--- src/rtl/serial_frame_arbiter_pkg.sv ---
// Shared types and helpers for the serial frame arbiter: FSM states, default sizes
// and the round-robin source picker.
package serial_frame_pkg;

    typedef enum logic [1:0] {
        IDLE  = 2'd0,
        SHIFT = 2'd1,
        HOLD  = 2'd2
    } state_t;

    localparam int DEF_NUM_SRC = 4;
    localparam int DEF_FRAME_W = 8;
    localparam int MAX_SRC     = 8;

    // First set request at or above ptr, wrapping modulo n; only meaningful when |req.
    function automatic logic [2:0] rr_next(input logic [MAX_SRC-1:0] req,
                                           input logic [2:0]         ptr,
                                           input int                 n);
        logic [2:0] sel;
        int         idx;
        sel = ptr;
        for (int i = MAX_SRC - 1; i >= 0; i--) begin
            if (i < n) begin
                idx = int'(ptr) + i;
                if (idx >= n) idx = idx - n;
                if (req[idx]) sel = idx[2:0];
            end
        end
        return sel;
    endfunction

endpackage

--- src/rtl/serial_frame_arbiter_if.sv ---
// Request/serial/frame bundle between the serial requesters, the arbiter and the
// frame consumer. The arbiter side uses modport master.
interface serial_frame_arbiter_if
    import serial_frame_pkg::*;
#(
    parameter int NUM_SRC = DEF_NUM_SRC,
    parameter int FRAME_W = DEF_FRAME_W
);
    localparam int SRC_W = $clog2(NUM_SRC);

    logic [NUM_SRC-1:0] req;
    logic [NUM_SRC-1:0] ser_in;
    logic [NUM_SRC-1:0] grant;
    logic               busy;
    logic [FRAME_W-1:0] frame_out;
    logic [SRC_W-1:0]   frame_src;
    logic               frame_valid;
    logic               frame_ready;
    logic               frame_err;

    modport master (
        input  req, ser_in, frame_ready,
        output grant, busy, frame_out, frame_src, frame_valid, frame_err
    );

    modport slave (
        output req, ser_in, frame_ready,
        input  grant, busy, frame_out, frame_src, frame_valid, frame_err
    );

endinterface

--- src/rtl/serial_frame_arbiter_deser.sv ---
// Shift register and bit counter shared by all requesters. With FRAME_PARITY_EN the
// last sampled bit is an even-parity bit checked into err_o instead of being stored.
module frame_deser #(
    parameter int FRAME_W = 8
) (
    input  logic               clk,
    input  logic               rst,
    input  logic               clear_i,
    input  logic               shift_en_i,
    input  logic               bit_i,
    output logic               done_o,
    output logic [FRAME_W-1:0] data_o,
    output logic               err_o
);
`ifdef FRAME_PARITY_EN
    localparam int NBITS = FRAME_W + 1;
`else
    localparam int NBITS = FRAME_W;
`endif
    localparam int CNT_W = $clog2(NBITS + 1);

    logic [CNT_W-1:0]   cnt_q, cnt_d;
    logic [FRAME_W-1:0] data_q, data_d;

    // done_o flags that the sample taken this cycle is the last one of the frame.
    assign done_o = (cnt_q == CNT_W'(NBITS - 1));
    assign data_o = data_q;

    always_comb begin
        cnt_d  = cnt_q;
        data_d = data_q;
        if (clear_i) begin
            cnt_d = '0;
        end else if (shift_en_i) begin
            cnt_d = cnt_q + 1'b1;
`ifdef FRAME_PARITY_EN
            if (!done_o) data_d = {data_q[FRAME_W-2:0], bit_i};
`else
            data_d = {data_q[FRAME_W-2:0], bit_i};
`endif
        end
    end

    always_ff @(posedge clk or negedge rst) begin
        if (!rst) begin
            cnt_q  <= '0;
            data_q <= '0;
        end else begin
            cnt_q  <= cnt_d;
            data_q <= data_d;
        end
    end

`ifdef FRAME_PARITY_EN
    logic err_q, err_d;

    always_comb begin
        err_d = err_q;
        if (clear_i)                    err_d = 1'b0;
        else if (shift_en_i && done_o)  err_d = (^data_q) ^ bit_i;
    end

    always_ff @(posedge clk or negedge rst) begin
        if (!rst) err_q <= 1'b0;
        else      err_q <= err_d;
    end

    assign err_o = err_q;
`else
    assign err_o = 1'b0;
`endif

endmodule

--- src/rtl/serial_frame_arbiter.sv ---
// Round-robin arbiter sharing one deserializer among NUM_SRC serial requesters; each
// grant covers one frame. Optional parity check enabled by FRAME_PARITY_EN.
module serial_frame_arbiter
    import serial_frame_pkg::*;
#(
    parameter int NUM_SRC = DEF_NUM_SRC,
    parameter int FRAME_W = DEF_FRAME_W
) (
    input  logic                  clk,
    input  logic                  rst,
    serial_frame_arbiter_if.master bus
);
    localparam int SRC_W = $clog2(NUM_SRC);

    state_t             state_q, state_d;
    logic [NUM_SRC-1:0] grant_q, grant_d;
    logic [SRC_W-1:0]   src_q, src_d;
    logic [SRC_W-1:0]   ptr_q, ptr_d;
    logic               valid_q, valid_d;

    logic               clear, shift_en, done;
    logic [MAX_SRC-1:0] req_pad;
    logic [2:0]         sel;
    logic [SRC_W-1:0]   src_inc;

    assign src_inc = (src_q == SRC_W'(NUM_SRC - 1)) ? '0 : src_q + 1'b1;

    always_comb begin
        state_d  = state_q;
        grant_d  = grant_q;
        src_d    = src_q;
        ptr_d    = ptr_q;
        valid_d  = valid_q;
        clear    = 1'b0;
        shift_en = 1'b0;
        req_pad  = '0;
        req_pad[NUM_SRC-1:0] = bus.req;
        sel      = rr_next(req_pad, 3'(ptr_q), NUM_SRC);

        case (state_q)
            IDLE: begin
                if (|bus.req) begin
                    src_d = sel[SRC_W-1:0];
                    for (int i = 0; i < NUM_SRC; i++) grant_d[i] = (int'(sel) == i);
                    clear   = 1'b1;
                    state_d = SHIFT;
                end
            end
            SHIFT: begin
                // A dropped request abandons the frame without sampling this cycle's bit.
                if (!bus.req[src_q]) begin
                    grant_d = '0;
                    ptr_d   = src_inc;
                    state_d = IDLE;
                end else begin
                    shift_en = 1'b1;
                    if (done) begin
                        grant_d = '0;
                        valid_d = 1'b1;
                        state_d = HOLD;
                    end
                end
            end
            HOLD: begin
                if (bus.frame_ready) begin
                    valid_d = 1'b0;
                    ptr_d   = src_inc;
                    state_d = IDLE;
                end
            end
            default: state_d = IDLE;
        endcase
    end

    always_ff @(posedge clk or negedge rst) begin
        if (!rst) begin
            state_q <= IDLE;
            grant_q <= '0;
            src_q   <= '0;
            ptr_q   <= '0;
            valid_q <= 1'b0;
        end else begin
            state_q <= state_d;
            grant_q <= grant_d;
            src_q   <= src_d;
            ptr_q   <= ptr_d;
            valid_q <= valid_d;
        end
    end

    frame_deser #(.FRAME_W(FRAME_W)) u_deser (
        .clk        (clk),
        .rst        (rst),
        .clear_i    (clear),
        .shift_en_i (shift_en),
        .bit_i      (bus.ser_in[src_q]),
        .done_o     (done),
        .data_o     (bus.frame_out),
        .err_o      (bus.frame_err)
    );

    assign bus.grant       = grant_q;
    assign bus.busy        = (state_q != IDLE);
    assign bus.frame_src   = src_q;
    assign bus.frame_valid = valid_q;

endmodule

--- src/flat_wrapper.sv ---
// flat-port wrapper written by rule: the top's interface ports become plain ports
module serial_frame_arbiter_flat import serial_frame_pkg::*;
#(
    parameter int NUM_SRC = DEF_NUM_SRC,
    parameter int FRAME_W = DEF_FRAME_W
)
  (clk, rst, bus_req, bus_ser_in, bus_frame_ready, bus_grant, bus_busy, bus_frame_out, bus_frame_src, bus_frame_valid, bus_frame_err);
  serial_frame_arbiter_if #(.NUM_SRC(NUM_SRC), .FRAME_W(FRAME_W)) bus_i ();
  input  logic clk;
  input  logic rst;
  input wire logic [$bits(bus_i.req)-1:0] bus_req;
  input wire logic [$bits(bus_i.ser_in)-1:0] bus_ser_in;
  input wire logic [$bits(bus_i.frame_ready)-1:0] bus_frame_ready;
  output wire logic [$bits(bus_i.grant)-1:0] bus_grant;
  output wire logic [$bits(bus_i.busy)-1:0] bus_busy;
  output wire logic [$bits(bus_i.frame_out)-1:0] bus_frame_out;
  output wire logic [$bits(bus_i.frame_src)-1:0] bus_frame_src;
  output wire logic [$bits(bus_i.frame_valid)-1:0] bus_frame_valid;
  output wire logic [$bits(bus_i.frame_err)-1:0] bus_frame_err;
  assign bus_i.req = bus_req;
  assign bus_i.ser_in = bus_ser_in;
  assign bus_i.frame_ready = bus_frame_ready;
  assign bus_grant = bus_i.grant;
  assign bus_busy = bus_i.busy;
  assign bus_frame_out = bus_i.frame_out;
  assign bus_frame_src = bus_i.frame_src;
  assign bus_frame_valid = bus_i.frame_valid;
  assign bus_frame_err = bus_i.frame_err;
  serial_frame_arbiter #(.NUM_SRC(NUM_SRC), .FRAME_W(FRAME_W)) u_core (.clk(clk), .rst(rst), .bus(bus_i));
endmodule
--- config.mk ---
export PLATFORM = sky130hd
export DESIGN_NAME = serial_frame_arbiter_flat
export DESIGN_NICKNAME = d
export VERILOG_FILES = /design/src/rtl/serial_frame_arbiter_pkg.sv /design/src/rtl/serial_frame_arbiter_if.sv /design/src/rtl/serial_frame_arbiter_deser.sv /design/src/rtl/serial_frame_arbiter.sv /design/src/flat_wrapper.sv
export SDC_FILE = /design/constraint.sdc
export NUM_CORES = 1
export LEC_CHECK = 0
export ABC_AREA = 1
export CAP_MARGIN = 20
export CORE_MARGIN = 8
export CORE_UTILIZATION = 40
export CTS_CLUSTER_SIZE = 10
export DETAILED_ROUTE_END_ITERATION = 7
export SETUP_SLACK_MARGIN = 0.2
export SLEW_MARGIN = 20
export SYNTH_ARGS = -nofsm -noshare
export SYNTH_HDL_FRONTEND = slang
export SYNTH_SLANG_ARGS = --single-unit
--- constraint.sdc ---
create_clock -name clk -period 1.95 [get_ports clk]
set_input_delay 0.195 -clock clk [delete_from_list [all_inputs] [get_ports clk]]
set_output_delay 0.195 -clock clk [all_outputs]
set_load 0.02 [all_outputs]
# --- Yosys cells after proc, flatten, opt, wreduce, memory -nomap -nowiden ---
# Cells that the tools add are included.
op_classes:
  magnitude_cmp: 9
  reduce_logical: 13
  n_mux: 47
  bitwise: 1
  n_addsub: 9
  eq_ne: 13
ops:
  columns: ["cell", "count"]
  rows:
  - ["$lt 32x5->1 const B", 4]
  - ["$mux 32", 4]
  - ["$ge 32x4->1 const B", 3]
  - ["$sub 32x4->32 const B", 3]
  - ["$mux 4", 5]
  - ["$mux 1", 17]
  - ["$mux 2", 7]
  - ["$bmux 1 s3", 4]
  - ["$mux 3", 4]
  - ["$reduce_and 3->1", 3]
  - ["$pmux 4 s2", 1]
  - ["$reduce_bool 2->1", 4]
  - ["$add 2x2->3 const B", 2]
  - ["$eq 3x3->1 const B", 2]
  - ["$ne 2x1->1 const B", 3]
  - ["$pmux 2 s3", 1]
  - ["$add 4x1->4 const B", 1]
  - ["$bmux 1 s2", 2]
  - ["$eq 2x2->1 const B", 2]
  - ["$eq 4x3->1 const B", 1]
  - ["$ne 2x2->1 const B", 2]
  - ["$pmux 2 s2", 1]
  - ["$reduce_and 2->1", 2]
  - ["$reduce_and 4->1", 1]
  - ["13 further kinds", 13]
totals:
  out_inout_bits: 17
  elab_cells: 99
  input_bits: 11
  register_bits: 23

# --- Depth between registers and ports, before layout ---
logic_depth:
  depth_word: 13
  depth_mapped: 14
  mapped_depth_nobuf: 14

# --- Hierarchy ---
# Synthesis repeated with hierarchy kept, for this count alone.
hier_totals:
  cells_unflattened: 189
  hier_area_um2: 1445.1
by_module_without_submodules:
  columns: ["module", "instances", "area_per_inst_um2", "seq_area_each_um2", "cells_per_inst"]
  rows:
  - ["serial_frame_arbiter", 1, 899.6, 275.3, 128]
  - ["frame_deser", 1, 545.5, 300.3, 61]

# --- Least setup slack after synthesis ---
# Ideal clock, no wire load.
synth_timing:
  path_type: "reg-to-reg"
  startpoint: "register u_core.ptr_q[0]"
  endpoint: "register u_core.grant_q[3], in the netlist u_core.bus.grant[3]"
  path_buffers: 0
  period_less_slack_ns: 1.758
  t_required_ns: 1.833
  setup_ns: 0.117
  slack_ns: 0.192
  stages_incl_launch_ff: 13
  arrival_time_ns: 1.641
  cell_sequence: "dfrtp_1 -> inv_2 -> ha_1 -> inv_1 -> nand3_1 -> nand3_4 -> inv_1 -> nor2_1 -> nand2_1 -> nand2_2 -> inv_1 -> nand3_1 -> nand2_1"
synth_via:
  elab_chain_len: 13
  elab_cells_between_ends: 34
  classes_between: "7 x add/sub; 4 x order compare; 1 x eq/ne; 22 x mux"
synth_rtl:
  columns: ["item", "line_no", "text"]
  rows:
  - ["start: declaration", "serial_frame_arbiter.sv:18", "logic [SRC_W-1:0] ptr_q, ptr_d;"]
  - ["start signal: assignment", "serial_frame_arbiter.sv:86", "ptr_q <= ptr_d;"]
  - ["$add 2x2->3", "serial_frame_arbiter_pkg.sv:24", "idx = int'(ptr) + i;"]
  - ["$sub 32x4->32 or $ge 32x4->1 (tied branches)", "serial_frame_arbiter_pkg.sv:25", "if (idx >= n) idx = idx - n;"]
  - ["$mux 32", "serial_frame_arbiter_pkg.sv:25", null]
  - ["$bmux 1 s3", "serial_frame_arbiter_pkg.sv:26", "if (req[idx]) sel = idx[2:0];"]
  - ["$mux 1 (implied by the code) (2 in a row)", "serial_frame_arbiter_pkg.sv:26", null]
  - ["$mux 3 (3 in a row)", "serial_frame_arbiter_pkg.sv:26", null]
  - ["$mux 3 *", "serial_frame_arbiter_pkg.sv:26", null]
  - ["$eq 3x3->1 *", "serial_frame_arbiter.sv:44", "for (int i = 0; i < NUM_SRC; i++) grant_d[i] = (int'(sel) == i);"]
  - ["$mux 4 *", "serial_frame_arbiter.sv:42", "if (|bus.req) begin"]
  - ["$pmux 4 s2 *", "serial_frame_arbiter.sv:40", "case (state_q)"]
  - ["end signal: assignment", "serial_frame_arbiter.sv:84", "grant_q <= grant_d;"]
  - ["end: declaration", "serial_frame_arbiter.sv:16", "logic [NUM_SRC-1:0] grant_q, grant_d;"]
# Mark *: on every way between the ends. The rest lies on a longest branch, timed or not. The select of a mux whose other input is x is not followed.
# A chain may end at the register's enable or synchronous reset.

# --- Worst setup path after layout ---
# Ends and elaborated chain as after synthesis.

==> impl_results.md <==
* Via density per instance at 4.69
* Worst setup SP type: register
* Vias post-DR at 1281
* Pre-Repair DR Iteration Count at 4
* Largest net degree at the start of global routing at 24
* M1 wire length at 1320 um
* Die height at about 75 um
* Maximum buffer depth of the clock tree at 2
* Reg area at slightly below 600 sq um
* Global-route usage over all layers at 0.127
* Layout cells sized above 1 at 0.145
* Yosys reg bits at 23
* Initial core utilization at 0.416
* Nets at 246
* Mapped Cells at 190
* CTS clk-pin slew, worst paths at roughly 0.12 ns
* Met2 wire len at 1700 um
* Worst Path Max Fanout at 9
* Core area at around 0.0033 sq mm
* Vias in the first global route at ~1300
* Req. time, crit path at 2.17 ns
* Grt total ovfl at 0
* DR top layer: met4
* HPWL Detailed at about 2500 um
* Synth top area cells: dfrtp_1 (42%), nand2_1 (18%), inv_1 (7.6%), ha_1 (6.4%), nand3_1 (4.7%)
* Cell count of the worst reg-to-reg path at 12
* Final setup vio count at 0
* Kind of critical path: reg2reg
* Final Max Slew Viols at 0
* # DRC at 0
* Initial antenna violation count at 0
* Area Growth Syn to Fin at 33.2%
* Die W at around 75 um
* Routability cong. at 0.880
* Diode count at 0
* Final hold violation count at 0
* Global-route wire length before repair at 5570 um
* Post-synth top area cell: dfrtp_1
* Worst clock skew at 0.000773 ns
* Distinct cell type count after synthesis at 22
* Post-DR wirelength/cell at 11.7 um
* Crit end category: register
* CTS buffer count at 3
* Share of the synthesized area in the top cell type at 0.418
* Final instance area at ~0.0018 sq mm
* Cell row count at 21
* DIE AREA at 0.00558 sq mm
* Cts hold-fix bufs at 0
* H-Tree Depth at 1
* Antenna Nets Post-Route at 0
* Synthesized cell area at between 0.001 and 0.0015 sq mm
* PwrDens at 1650 mW/mm^2
* Worst vdd ir at just under 0.8 mV
* Hold Crit Class: in2async
* IO Pins at 28
* Placement Cell Area at 0.00171 sq mm
* Post-synthesis sequential area ratio at 0.418
* CTS tree: built
* Setup tns final at 0 ns
* DRT iter0 DRCs at 61
* Total Wirelength at 3190 um
* Synth Net Count at ~210
* CP arrival at 1.85 ns
* Mean post-synth cell area at slightly above 7 sq um
* Status: complete, no violations
* WL met3 at around 120 um
* Clk_lat worst skew at 0.31 ns
* RSZ-0062 raised after global routing: true
* Max frequency at 611 MHz
* Port bufs at 26
* Final Cycle Share at 0.840
* Clock Sinks at 23
* Max-cap viol count at 0
* Fillcell total at between 300 and 400
* Multi-input gate area at 706 sq um
* Crit path time final at 1.64 ns
* Clk root buf: clkbuf_4
* Leakage power at 0.965 nW
* Yosys warns at 0
## placed cells by master (no fill, tap or decap)
| cell | count |
|---|---|
| nand2_1 | 67 |
| inv_1 | 27 |
| clkdlybuf4s50_1 | 25 |
| dfrtp_1 | 20 |
| nand3_1 | 12 |
| nor2_1 | 10 |
| o21ai_0 | 10 |
| buf_4 | 9 |
| nand2_2 | 6 |
| ha_1 | 5 |
| a21oi_1 | 4 |
| nand4_1 | 3 |
| nor3_1 | 3 |
| clkbuf_4 | 3 |
| dfrtp_2 | 3 |
| nand3_2 | 2 |
| nand3_4 | 2 |
| o211ai_1 | 2 |
| buf_6 | 2 |
| clkinv_4 | 1 |
| inv_2 | 1 |
| nor2_2 | 1 |
| o31ai_1 | 1 |
| nor2_4 | 1 |
| o21ai_1 | 1 |
| o32ai_1 | 1 |
| ha_4 | 1 |
| ha_2 | 1 |
| conb_1 | 1 |
| clkbuf_1 | 1 |
| dlymetal6s2s_1 | 1 |
## logic make-up after synthesis
group                      synth area share
DFF                                   0.418
buffers and inverters                0.0954
other                               0.00272
and+or+nand+nor                       0.343
adders and majority gates            0.0636
AOI/OAI and AO/OA                    0.0772
## critical path, cell delays in order, from the launching register on
cell     delay [ns]
dfrtp_2        0.45
buf_6          0.15
ha_1           0.19
inv_1          0.05
nand2_1        0.09
nand3_4        0.11
inv_1          0.07
nor2_1         0.11
nand2_1        0.07
nand2_2        0.09
inv_1          0.06
nand3_1        0.07
nand2_1        0.05
## sequential cells by signal, summed over array words and instances (netlist names)
name                    count
u_core.bus.frame_src        2
u_core.bus.frame_valid      1
u_core.bus.grant            4
u_core.ptr_q                2
u_core.state_q              2
u_core.u_deser.cnt_q        4
u_core.u_deser.data_o       8
## power by group
| group | internal (mW) | switching, mW | leakage [nW] | total (mW) |
|---|---|---|---|---|
| clock network | 0.0800 | 0.140 | 0.0150 | 0.220 |
| logic | 0.842 | 1.19 | 0.654 | 2.04 |
| registers | 0.643 | 0.134 | 0.296 | 0.777 |
## area by class of cell
cell class	instances	share of cell area
multi-input cells	134	0.384
flip-flops and latches	23	0.316
repair buffers	37	0.192
inverters	29	0.0620
well taps	46	0.0314
clock buffers	4	0.0143
## routing by layer
metal / vias up / GRT usage
met4: 0 / 0.0522
met2: 15 / 0.227
met3: 5 / 0.0280
li1: 664 / -
met1: 597 / 0.141
met5: - / 0
## per-stage QoR
stage | cells | hold slack, ns | total power, mW | worst slack [ns] | util
2_1_floorplan | 190 | -0.101 | 2.00 | 0.258 | -
5_1_grt | 273 | 0.241 | 3.34 | 0.192 | 0.554
6_report | 273 | 0.226 | 3.03 | 0.313 | 0.554
3_5_place_dp | 263 | 0.475 | 2.57 | 0.125 | 0.517
3_3_place_gp | 263 | 0.470 | 2.52 | 0.219 | 0.517
4_1_cts | 268 | 0.223 | 2.84 | 0.213 | 0.530
## final timing paths
kind | from | end | slack [ns]
max | u_core.ptr_q[0] | u_core.bus.grant[3] | 0.31
min | rst | u_core.bus.frame_valid | 0.23
max reg2reg | u_core.ptr_q[0] | u_core.bus.grant[3] | 0.31
min reg2reg | u_core.bus.grant[0] | u_core.bus.grant[0] | 0.50
max in group asynchronous | rst | u_core.bus.frame_src[0] | 1.48
min in group clk | u_core.bus.grant[0] | u_core.bus.grant[0] | 0.50
## repair_timing
action / CTS / global route
pin swaps: 0 / 4
buffers inserted: 1 / 5
resized for setup: 3 / 12
setup endpoints to repair: 6 / 8
## synth_stat cells
library cell and number:
nand3_2 2, nand3_1 13, nor2_2 1, inv_2 1, o211ai_1 2, nand3_4 1
o31ai_1 1, buf_4 1, nor3_1 3, nor2_1 11, o32ai_1 1, inv_1 28
o21ai_0 11, clkbuf_2 1, nand2_2 6, dfrtp_1 23, ha_1 7, conb_1 1
a21oi_1 4, nand4_1 3, nand2_1 67, buf_2 2
No activity file was read; power rests on OpenSTA's default activity.
